<file path="src/rtl/timer_pkg.sv">
`default_nettype none
// ============================================================================
//  Module      : timer_pkg
//  Description : Shared types and default timing constants for the timer
//                input blocks (repeat-FSM state encoding, debounce/repeat/
//                tick defaults for a 100 MHz system clock).
//  Revision    : 1.0 - initial release
// ============================================================================
package timer_pkg;

  // Auto-repeat state machine states.
  typedef enum logic [1:0] {
    IDLE   = 2'd0,
    DELAY  = 2'd1,
    REPEAT = 2'd2
  } rpt_state_e;

  // Default timing at 100 MHz.
  localparam int unsigned DEF_DEBOUNCE_CYCLES = 1_000_000;   // 10 ms
  localparam int unsigned DEF_REPEAT_DELAY    = 50_000_000;  // 0.5 s
  localparam int unsigned DEF_REPEAT_PERIOD   = 10_000_000;  // 0.1 s
  localparam int unsigned DEF_TICK_DIV        = 100_000_000; // 1 s

  // Width of a counter that runs 0 .. n-1, never narrower than one bit.
  function automatic int unsigned cnt_width(input int unsigned n);
    if (n <= 1) begin
      return 1;
    end
    return $clog2(n);
  endfunction

endpackage
`default_nettype wire

</file>
<file path="src/rtl/button_debounce.sv">
`default_nettype none
// ============================================================================
//  Module      : button_debounce
//  Description : Two-flop synchroniser followed by a consecutive-cycle
//                debounce counter. Provides the registered stable level and
//                a one-cycle pulse in the cycle the level rises.
//  Revision    : 1.0 - initial release
// ============================================================================
module button_debounce
  import timer_pkg::*;
#(
  parameter int unsigned DEBOUNCE_CYCLES = DEF_DEBOUNCE_CYCLES
) (
  input  logic clk,
  input  logic rst_n,
  input  logic i_raw,
  output logic o_level,
  output logic o_rise
);

  localparam int unsigned    CW       = $clog2(DEBOUNCE_CYCLES + 1);
  localparam logic [CW-1:0]  CNT_LAST = CW'(DEBOUNCE_CYCLES - 1);

  logic [1:0]    sync_q, sync_d;
  logic [CW-1:0] cnt_q, cnt_d;
  logic          level_q, level_d;
  logic          rise_q, rise_d;

  // Synchroniser shift and debounce decision: the level only follows the
  // synchronised input once it has differed for DEBOUNCE_CYCLES cycles in a
  // row; any cycle agreeing with the stable level restarts the count.
  always_comb begin
    sync_d  = {sync_q[0], i_raw};
    cnt_d   = '0;
    level_d = level_q;
    rise_d  = 1'b0;
    if (sync_q[1] != level_q) begin
      if (cnt_q == CNT_LAST) begin
        level_d = sync_q[1];
        rise_d  = sync_q[1];
      end else begin
        cnt_d = cnt_q + CW'(1);
      end
    end
  end

  // State registers, cleared asynchronously.
  always_ff @(posedge clk or negedge rst_n) begin
    if (!rst_n) begin
      sync_q  <= '0;
      cnt_q   <= '0;
      level_q <= 1'b0;
      rise_q  <= 1'b0;
    end else begin
      sync_q  <= sync_d;
      cnt_q   <= cnt_d;
      level_q <= level_d;
      rise_q  <= rise_d;
    end
  end

  assign o_level = level_q;
  assign o_rise  = rise_q;

endmodule
`default_nettype wire

</file>
<file path="src/rtl/timer_input_conditioner.sv">
`default_nettype none
// ============================================================================
//  Module      : timer_input_conditioner
//  Description : Turns raw buttons and the run switch into clean single-cycle
//                control strobes for the countdown timer: debounced sec/min
//                increments with auto-repeat, a clear strobe, the debounced
//                run level and a 1 Hz tick enable.
//  Revision    : 1.0 - initial release
// ============================================================================
module timer_input_conditioner
  import timer_pkg::*;
#(
  parameter int unsigned DEBOUNCE_CYCLES = DEF_DEBOUNCE_CYCLES,
  parameter int unsigned REPEAT_DELAY    = DEF_REPEAT_DELAY,
  parameter int unsigned REPEAT_PERIOD   = DEF_REPEAT_PERIOD,
  parameter int unsigned TICK_DIV        = DEF_TICK_DIV
) (
  input  logic clk_100MHz,
  input  logic reset_st_n,
  input  logic btn_secplus,
  input  logic btn_minplus,
  input  logic btn_reset,
  input  logic sw_timeset,
  output logic sec_inc,
  output logic min_inc,
  output logic clr,
  output logic run,
  output logic tick_1hz
);

  localparam int unsigned   RPT_MAX     = (REPEAT_DELAY > REPEAT_PERIOD) ?
                                          REPEAT_DELAY : REPEAT_PERIOD;
  localparam int unsigned   RW          = cnt_width(RPT_MAX);
  localparam logic [RW-1:0] DELAY_LAST  = RW'(REPEAT_DELAY - 1);
  localparam logic [RW-1:0] PERIOD_LAST = RW'(REPEAT_PERIOD - 1);
  localparam int unsigned   TW          = cnt_width(TICK_DIV);
  localparam logic [TW-1:0] TICK_LAST   = TW'(TICK_DIV - 1);

  // Index 0 is the seconds button, index 1 the minutes button.
  logic [1:0] btn_level;
  logic [1:0] btn_rise;
  logic [1:0] rpt_fire;
  logic       clr_level, clr_rise;
  logic       run_level, run_rise;

  button_debounce #(.DEBOUNCE_CYCLES(DEBOUNCE_CYCLES)) u_db_sec (
    .clk(clk_100MHz), .rst_n(reset_st_n), .i_raw(btn_secplus),
    .o_level(btn_level[0]), .o_rise(btn_rise[0])
  );

  button_debounce #(.DEBOUNCE_CYCLES(DEBOUNCE_CYCLES)) u_db_min (
    .clk(clk_100MHz), .rst_n(reset_st_n), .i_raw(btn_minplus),
    .o_level(btn_level[1]), .o_rise(btn_rise[1])
  );

  button_debounce #(.DEBOUNCE_CYCLES(DEBOUNCE_CYCLES)) u_db_clr (
    .clk(clk_100MHz), .rst_n(reset_st_n), .i_raw(btn_reset),
    .o_level(clr_level), .o_rise(clr_rise)
  );

  button_debounce #(.DEBOUNCE_CYCLES(DEBOUNCE_CYCLES)) u_db_run (
    .clk(clk_100MHz), .rst_n(reset_st_n), .i_raw(sw_timeset),
    .o_level(run_level), .o_rise(run_rise)
  );

  // One auto-repeat FSM per increment button.
  for (genvar i = 0; i < 2; i++) begin : g_rpt
    rpt_state_e    state_q, state_d;
    logic [RW-1:0] cnt_q, cnt_d;
    logic          fire;

    // Next state: first strobe on press, one after the hold delay, then one
    // per repeat period. A release wins over a strobe due in the same cycle.
    always_comb begin
      state_d = state_q;
      cnt_d   = cnt_q;
      fire    = 1'b0;
      case (state_q)
        IDLE: begin
          if (btn_rise[i]) begin
            fire    = 1'b1;
            state_d = DELAY;
            cnt_d   = '0;
          end
        end
        DELAY: begin
          if (!btn_level[i]) begin
            state_d = IDLE;
            cnt_d   = '0;
          end else if (cnt_q == DELAY_LAST) begin
            fire    = 1'b1;
            state_d = REPEAT;
            cnt_d   = '0;
          end else begin
            cnt_d = cnt_q + RW'(1);
          end
        end
        REPEAT: begin
          if (!btn_level[i]) begin
            state_d = IDLE;
            cnt_d   = '0;
          end else if (cnt_q == PERIOD_LAST) begin
            fire  = 1'b1;
            cnt_d = '0;
          end else begin
            cnt_d = cnt_q + RW'(1);
          end
        end
        default: begin
          state_d = IDLE;
          cnt_d   = '0;
        end
      endcase
    end

    // FSM state register.
    always_ff @(posedge clk_100MHz or negedge reset_st_n) begin
      if (!reset_st_n) begin
        state_q <= IDLE;
        cnt_q   <= '0;
      end else begin
        state_q <= state_d;
        cnt_q   <= cnt_d;
      end
    end

    assign rpt_fire[i] = fire;
  end

  logic          sec_inc_q, sec_inc_d;
  logic          min_inc_q, min_inc_d;
  logic          clr_q, clr_d;
  logic          run_q, run_d;
  logic          tick_q, tick_d;
  logic [TW-1:0] div_q, div_d;
  logic          blocked;
  logic          restart;

  // Output strobes with interlocks, plus the tick divider. Increments are
  // held off while running or while clear is held; minutes beat seconds.
  // The divider restarts on clear and on run start, and a restart in the
  // wrap cycle swallows that tick so the next one is a full period away.
  always_comb begin
    blocked   = run_level | clr_level;
    min_inc_d = rpt_fire[1] & ~blocked;
    sec_inc_d = rpt_fire[0] & ~rpt_fire[1] & ~blocked;
    clr_d     = clr_rise;
    run_d     = run_level;
    restart   = clr_rise | run_rise;
    tick_d    = 1'b0;
    div_d     = div_q + TW'(1);
    if (restart) begin
      div_d = '0;
    end else if (div_q == TICK_LAST) begin
      div_d  = '0;
      tick_d = 1'b1;
    end
  end

  // Output and divider registers.
  always_ff @(posedge clk_100MHz or negedge reset_st_n) begin
    if (!reset_st_n) begin
      sec_inc_q <= 1'b0;
      min_inc_q <= 1'b0;
      clr_q     <= 1'b0;
      run_q     <= 1'b0;
      tick_q    <= 1'b0;
      div_q     <= '0;
    end else begin
      sec_inc_q <= sec_inc_d;
      min_inc_q <= min_inc_d;
      clr_q     <= clr_d;
      run_q     <= run_d;
      tick_q    <= tick_d;
      div_q     <= div_d;
    end
  end

  assign sec_inc  = sec_inc_q;
  assign min_inc  = min_inc_q;
  assign clr      = clr_q;
  assign run      = run_q;
  assign tick_1hz = tick_q;

endmodule
`default_nettype wire

</file>
<file path="config.mk">
export PLATFORM = sky130hd
export DESIGN_NAME = timer_input_conditioner
export DESIGN_NICKNAME = d
export VERILOG_FILES = /design/src/rtl/timer_pkg.sv /design/src/rtl/button_debounce.sv /design/src/rtl/timer_input_conditioner.sv
export SDC_FILE = /design/constraint.sdc
export NUM_CORES = 1
export LEC_CHECK = 0
export ABC_AREA = 1
export CAP_MARGIN = 10
export CORE_MARGIN = 5
export CORE_UTILIZATION = 57
export CTS_BUF_LIST = sky130_fd_sc_hd__clkbuf_16
export DETAILED_ROUTE_END_ITERATION = 8
export HOLD_SLACK_MARGIN = 0.06
export MAX_ROUTING_LAYER = met4
export PLACE_DENSITY = 0.76
export SETUP_SLACK_MARGIN = 0.15
export SYNTH_ARGS = -nofsm -noshare
export SYNTH_HDL_FRONTEND = slang
export SYNTH_SLANG_ARGS = --single-unit
export TNS_END_PERCENT = 30
</file>
<file path="constraint.sdc">
create_clock -name clk_100MHz -period 2 [get_ports clk_100MHz]
set_clock_uncertainty 0.2 [all_clocks]
set_input_delay 0.4 -clock clk_100MHz [delete_from_list [all_inputs] [get_ports clk_100MHz]]
set_output_delay 0.4 -clock clk_100MHz [all_outputs]
set_load 0.005 [all_outputs]
</file>
==> results of run 1 <==
## power breakdown
part / switching (mW) / internal [mW] / leakage (nW)
Sequential: 0.0256 / 3.75 / 2.52
Clock: 1.43 / 2.07 / 0.293
Combinational: 0.143 / 0.0794 / 2.66
## routing by layer
layer	up-vias	wire length [um]	global-route usage, %
met5	-	0	-
met4	0	533	7.98
met3	54	1180	4.36
met2	255	11700	39.2
met1	4314	10600	31.3
li1	4486	-	-
## final cells by class
cell class / instances / area, sq um
Inverter: 174 / 659
Fill cell: 1407 / 5640
Clock buffer: 17 / 425
Sequential cell: 184 / 4610
Clock inverter: 14 / 181
Timing Repair Buffer: 91 / 797
Tap cell: 229 / 287
Multi-Input combinational cell: 969 / 5180
## registers in the layout, indices dropped and copies added (netlist names), 2 cells and up
signal / count
g_rpt.state_q: 4
u_db_sec.cnt_q: 20
u_db_clr.sync_q: 2
u_db_clr.cnt_q: 20
u_db_min.cnt_q: 20
div_q: 27
u_db_min.sync_q: 2
g_rpt.cnt_q: 52
u_db_sec.sync_q: 2
u_db_run.cnt_q: 20
u_db_run.sync_q: 2
## kinds of logic after synthesis
group	after synthesis	share of synthesized area (%)
flops	184	45.1
buf+inv	189	7.35
compound gates	86	4.88
simple gates	786	34.0
xor+xnor	79	6.78
fa+ha+maj	15	1.84
## worst reg2reg max path, cell delays in order, from the launching register on
cell	delay [ps]
dfrtp_1	380
ha_2	200
nand2_2	70
nor2_4	150
nand3_2	100
nor2_1	90
nand2_1	100
nand2_2	160
nand2_8	130
nand2_4	140
o22ai_1	90
## timing repair
action,4_1_cts,5_1_grt
hold endpoints to repair,50,0
gates cloned,2,1
pin swaps,11,32
gates resized for setup,23,63
buffers inserted,13,15
endpoints found under the setup margin,104,147
hold buffers,1,0
## synth_stat cells, types with 3 or more instances
| cell type | number | area share, % |
|---|---|---|
| nand2_1 | 301 | 11 |
| nor2_1 | 246 | 9.1 |
| dfrtp_1 | 184 | 45 |
| inv_1 | 174 | 6.4 |
| nand3_1 | 79 | 3.9 |
| nor3_1 | 62 | 3.0 |
| xor2_1 | 60 | 5.2 |
| nand4_1 | 40 | 2.5 |
| o22ai_1 | 28 | 1.7 |
| a21oi_1 | 24 | 1.2 |
| o21ai_0 | 21 | 1.0 |
| xnor2_1 | 19 | 1.6 |
| ha_1 | 15 | 1.8 |
| nor2_2 | 10 | 0.61 |
| a31oi_1 | 7 | 0.43 |
| nor3_2 | 7 | 0.69 |
| nor3b_1 | 7 | 0.52 |
| nor4_1 | 7 | 0.43 |
| buf_2 | 5 | 0.25 |
| nand2_2 | 5 | 0.31 |
| clkbuf_1 | 4 | 0.15 |
| or2_2 | 4 | 0.25 |
| and3_1 | 3 | 0.18 |
| buf_4 | 3 | 0.22 |
| buf_6 | 3 | 0.33 |
| nand2b_1 | 3 | 0.18 |
## per-stage QoR
stage          setup slack (ps)  util [%]  area [sq um]
6_report                   75.2      68.3         12100
5_1_grt                   -3.99      68.3         12100
4_1_cts                    87.6      66.2         11800
3_5_place_dp              -7.92      61.5         10900
3_3_place_gp               66.8      61.5         10900
2_1_floorplan               153         -         10200
## worst max path at each step
stage                 startpoint                 end  slack (ps)  cells past startpoint
6_report       g_rpt[0].cnt_q[1]  g_rpt[0].cnt_q[20]          80                     10
5_1_grt        g_rpt[0].cnt_q[1]  g_rpt[0].cnt_q[18]          -4                     10
4_1_cts                  sec_inc             sec_inc          90                      1
3_5_place_dp   u_db_clr.cnt_q[0]  u_db_clr.cnt_q[13]          -8                      8
3_3_place_gp   u_db_clr.cnt_q[0]  u_db_clr.cnt_q[11]          70                      8
2_1_floorplan  g_rpt[0].cnt_q[0]  g_rpt[0].cnt_q[10]         150                     11
==> results.txt, run 1 <==
The final hold slack came out at 151 ps. Before antenna repair, the detailed router went through 5 iterations. Setup repair after global routing could not meet its margin everywhere. The count of nets after finishing came out at 1458.

The maximum operating frequency came out at 520 MHz. The die is 144 um tall. The cell area after synthesis came out at 10200 sq um.

The tree is rooted in a clkbuf_16. The global routing usage summed across all routing layers came out at 24.3%. The class of the most critical hold timing path is flop to flop. The remaining max-slew budget at the tightest pin is 65.8%. The number of synthesized flops with an enable pin is 0. The setup path with the least slack is of type flop to flop. The path with the worst hold slack has its endpoint at u_db_sec.sync_q[1]. Traced cell by cell, the critical path runs through ha_2 -> nand2_2 -> nor2_4 -> nand3_2 -> nor2_1 -> nand2_1 -> nand2_2 -> nand2_8 -> nand2_4 -> o22ai_1. The count of placed standard cells including taps came out at 1615. Grouping stages by cell kind, the critical path spends the most delay in simple AND/OR/NAND/NOR gates. After synthesis, the netlist uses 40 different library cells. The repair_antennas step left the layout with diodes totalling 0. The number of global-route vias before repair came out at 8763. The data arrival time of the critical path is 2040 ps.

The post-route minimum period is 1920 ps. Together, buffers and inverters on the worst path number 0. STA classifies the critical path startpoint as a flop.

The static leakage power is 5.47 nW. For the worst setup path, the data required time is 2110 ps. The number of buffers created by CTS is 17. The weighted congestion at the end of routability-driven global placement came out at 1.02. The core box area is 17800 sq um. At the later pin of the worst-skew pair, clock insertion delay measures 440 ps.

For the worst flop-to-flop path, the logic depth is 10. The die footprint came out at 20700 sq um. The buffer depth of the longest clock path is 2. The reg-to-reg setup timing slack is 80 ps. The average wire length per cell after detail routing came out at 14.3 um.

The growth of design area from synthesis to finish is 19.0%. The worst register-to-register path begins at g_rpt[0].cnt_q[1]. After clock tree synthesis, the clock-pin slew on the worst setup and hold paths is 70 ps. The number of slew-limit violations in the final report came out at 0. Buffers placed on the I/O ports in this run total 10. The via count is 9109. The cell count after synthesis came out at 1339.

The number of vias per cell came out at 5.43. The slew at the pin closest to its max-slew limit came out at 512 ps. STA classifies the critical path endpoint as a flop. The clock net sink count is 184. The aggregate negative setup slack is 0 ps. The most common cell after layout, fill and taps aside is nand2_1. The flip-flop and latch count after synthesis is 184.

The row count came out at 49. Of all nets on the critical path, the largest fanout is 6. The wire length of the first global-routing pass is 39.8 mm.

The largest individual stage delay along the critical path comes from the cell dfrtp_1. The most used flip-flop cell after synthesis is dfrtp_1. The HPWL after detailed placement is 16.3 mm.

The post-layout instance count excluding filler cells is 1678. The share of cells above drive strength 1 is 14.6%. The count of nets left with antenna violations after detail routing is 0. The depth of the worst hold-timing path came out at 0. The initial antenna violation count came out at 0. The net count after synthesis is 1360.

The effective utilization at floorplan is 57.4%. The library cells used most frequently in the layout, excluding fill and tap cells, are nand2_1, nor2_1, dfrtp_1. The biggest cell delay along the critical path came out at 380 ps. In the routed design, unresolved DRC markers number 0. The total power draw came out at 7.50 mW. The final-report setup violation count is 0.

The pin count of the biggest net entering global routing came out at 59. The most numerous cell type found on the critical path is nand2_2. The power density relative to cell area is 618 nW/um^2. The horizontal die dimension came out at 144 um. For this run, the number of Yosys warnings is 0. The routed design has 23.9 mm of wire.

The run finished with clean final reports. The sum of overflow across all layers after global routing is 0. Of the synthesized area, sequential elements account for 45.1%. The fraction of registers with async set/reset is 100%.

The endpoint identified for the worst register-to-register timing path is g_rpt[0].cnt_q[20]. The post-synthesis average cell area came out at 7.62 sq um. The initial DRC count is 678. Max-cap violations in this run came to 0. The H-tree depth reported by CTS came out at 4. The fraction of the cycle the final worst path needs is 96.2%.

The final count of hold timing violations is 0. The I/O pin total came out at 11. The worst hold path begins at u_db_sec.sync_q[0].

TritonCTS built the clock tree. IR analysis of the VDD net gives a maximum drop of 0.000600 V.
No activity file was read; power rests on OpenSTA's default activity.
==> run 2: changes to the inputs <==
--- a/config.mk
+++ b/config.mk
@@ -13,7 +13,7 @@
 export DETAILED_ROUTE_END_ITERATION = 8
 export HOLD_SLACK_MARGIN = 0.06
 export MAX_ROUTING_LAYER = met4
-export PLACE_DENSITY = 0.76
+export PLACE_DENSITY = 0.77
 export SETUP_SLACK_MARGIN = 0.15
 export SYNTH_ARGS = -nofsm -noshare
 export SYNTH_HDL_FRONTEND = slang
==> results.txt, run 2 (synthesized netlist as in run 1, its figures left out) <==
The clock-pin slew on the worst setup and hold paths came out at 70 ps (about the same). The element type at the critical path end is a flop (unchanged). The most common cell after layout, fill and taps aside is nand2_1 (unchanged). The count of placed standard cells including taps is 1606 (was 1615). The first-pass iteration count of the detailed router came out at 6 (was 5). The I/O pin total came out at 11 (unchanged). The routed metal-1 wirelength came to 10.6 mm (about the same). The pin count of the biggest net entering global routing came to 54 (was 59). The wire length of the first global-routing pass is 39.4 mm (was 39.8 mm). The top layer used by detailed routing was met4 (unchanged).

The number of vias per cell came out at 5.48 (was 5.43). The critical-path maximum fanout is 6 (unchanged). The number of global-route vias before repair came to 8653 (was 8763).

The static leakage power came out at 5.53 nW (was 5.47 nW). The largest register by flop count is g_rpt.cnt_q (unchanged). The class of the most critical hold timing path was flop to flop (unchanged). The final-report setup violation count came out at 0 (unchanged). The data required time of the worst path is 2130 ps (was 2110 ps). Critical path, cell by cell: ha_4 -> nand2_4 -> nor2_4 -> nand2_2 -> nor2_1 -> nand2_1 -> nand2_2 -> nand2_4 -> a21oi_4 -> buf_6 -> buf_12 -> nor2_1 (was ha_2 -> nand2_2 -> nor2_4 -> nand3_2 -> nor2_1 -> nand2_1 -> nand2_2 -> nand2_8 -> nand2_4 -> o22ai_1).

The total wire length is 24.4 mm (was 23.9 mm). The number of buffers created by CTS came to 17 (unchanged). The sum of overflow across all layers after global routing is 0 (unchanged). The count of nets left with antenna violations after detail routing came out at 0 (unchanged).

The effective utilization at floorplan is 57.4% (unchanged). The startpoint kind of the worst setup timing path is a flop (unchanged). Unrepaired setup endpoints after global routing: yes (unchanged). The count of nets after finishing came to 1453 (was 1458).

The number of flip-flops in the largest register came to 52 (unchanged). The average wire length per cell after detail routing came out at 14.6 um (was 14.3 um). The core box area came out at 17800 sq um (unchanged). The biggest cell delay along the critical path came out at 410 ps (was 380 ps). The critical setup path kind is flop to flop (unchanged).

Largest registers in the final layout: g_rpt.cnt_q: 52 flops, div_q: 27 flops (unchanged). The number of remaining DRC errors came to 0 (unchanged). The slew at the pin closest to its max-slew limit came to 532 ps (was 512 ps). The critical hold path startpoint is u_db_sec.sync_q[0] (unchanged). The global routing usage summed across all routing layers is 24.1% (was 24.3%). The startpoint of the worst register-to-register path was g_rpt[1].cnt_q[1] (was g_rpt[0].cnt_q[1]). The worst-case reg-to-reg path depth came out at 12 (was 10). Highest-count cells in the layout ignoring fill and taps: nand2_1, nor2_1, dfrtp_1 (unchanged).

The final count of hold timing violations came out at 0 (unchanged). The clock root buffer was clkbuf_16 (unchanged). The row count is 49 (unchanged).

The power density relative to cell area came out at 602 nW/um^2 (was 618 nW/um^2). The depth of the worst hold-timing path was 0 (unchanged). The clock tree from TritonCTS is done (unchanged). The HPWL after detailed placement came out at 16.2 mm (was 16.3 mm). The post-layout instance count excluding filler cells came out at 1674 (was 1678).

The fraction of the cycle the final worst path needs is 99.4% (was 96.2%). The number of fill cells came out at 1369 (was 1407). The final hold slack came out at 163 ps (was 151 ps). The die footprint came to 20700 sq um (unchanged).

The weighted congestion at the end of routability-driven global placement is 0.976 (was 1.02). The share of cells above drive strength 1 was 15.8% (was 14.6%). The maximum operating frequency is 503 MHz (was 520 MHz).

The remaining max-slew budget at the tightest pin came out at 64.5% (was 65.8%). The buffer depth of the longest clock path came out at 2 (unchanged). The data arrival time of the critical path came out at 2120 ps (was 2040 ps). The initial DRC count is 647 (was 678). The largest delay contributor family on the critical path is simple AND/OR/NAND/NOR gates (unchanged).

The initial antenna violation count is 0 (unchanged). The routed wire length on met2 came out at 12.0 mm (was 11.7 mm). The number of buffers added on ports came to 10 (unchanged). The via count came out at 9176 (was 9109). The routed length on met3 came out at 1.35 mm (was 1.18 mm). The slowest library cell on the worst path is dfrtp_1 (unchanged). The number of slew-limit violations in the final report is 0 (unchanged). The number of inserted diodes came out at 0 (unchanged). The growth of design area from synthesis to finish is 19.6% (was 19.0%). The clock latency on the worst-skew pair came out at 440 ps (about the same). The start point of the critical path is g_rpt[1].cnt_q[1] (was g_rpt[0].cnt_q[1]). The horizontal die dimension came to 144 um (unchanged). Run status: finished clean (unchanged). The clock net sink count is 184 (unchanged). The die height came out at 144 um (unchanged). The count of max-cap constraint violations came to 0 (unchanged). The critical path depth came out at 12 (was 10).

The combined buffer and inverter count along the critical path came out at 2 (was 0). The post-route minimum period is 1990 ps (was 1920 ps). The H-tree depth reported by CTS is 4 (unchanged).

The worst vdd rail ir drop is 0.000702 V (was 0.000600 V).
## run 2: path summary, 6_finish.rpt
path	slack, ps	end
min in group asynchronous	190	g_rpt[1].cnt_q[16]
min	160	u_db_sec.sync_q[1]
max reg2reg	10	g_rpt[1].cnt_q[13]
max	10	g_rpt[1].cnt_q[13]
min reg2reg	160	u_db_sec.sync_q[1]
max in group asynchronous	810	u_db_clr.cnt_q[9]
## run 2: final cells by class
| cell class | instances | area [sq um] | area share [%] |
|---|---|---|---|
| Tap cell | 229 | 287 | 2.35 |
| Multi-Input combinational cell | 969 | 5300 | 43.4 |
| Inverter | 174 | 657 | 5.38 |
| Clock inverter | 15 | 159 | 1.30 |
| Sequential cell | 184 | 4610 | 37.8 |
| Timing Repair Buffer | 86 | 766 | 6.28 |
| Clock buffer | 17 | 425 | 3.49 |
## run 2: power by group
| part | internal [mW] | total [mW] | switching, mW | leakage (nW) |
|---|---|---|---|---|
| clock | 1.77 | 3.36 | 1.59 | 0.285 |
| sequential | 3.75 | 3.77 | 0.0273 | 2.52 |
| combinational | 0.0729 | 0.215 | 0.142 | 2.72 |
## run 2: what timing repair did
item | 4_1_cts | 5_1_grt
hold endpoints to repair | 184 | 0
buffers inserted | 15 | 16
gates cloned | 1 | 3
pin swaps | 5 | 33
gates resized for setup | 17 | 101
endpoints found under the setup margin | 102 | 134
hold buffers | 1 | 0
## run 2: routing by layer
metal / track usage [%] / vias to the layer above
met5: - / -
met4: 8.03 / 0
met3: 4.43 / 64
met2: 39.0 / 285
met1: 30.9 / 4347
li1: - / 4480
## run 2: through the flow
stage               total power, mW  util, %  setup TNS (ps)  worst slack [ps]  instance area, sq um
detailed placement             4.04     61.1            -128             -32.5                 10900
floorplan                      3.90        -               0               153                 10200
CTS                            7.38     65.6               0              53.3                 11700
global placement               4.03     61.1               0              48.5                 10900
global route                   7.60     68.6            -115             -17.9                 12200
finish                         7.35     68.6               0              12.0                 12200
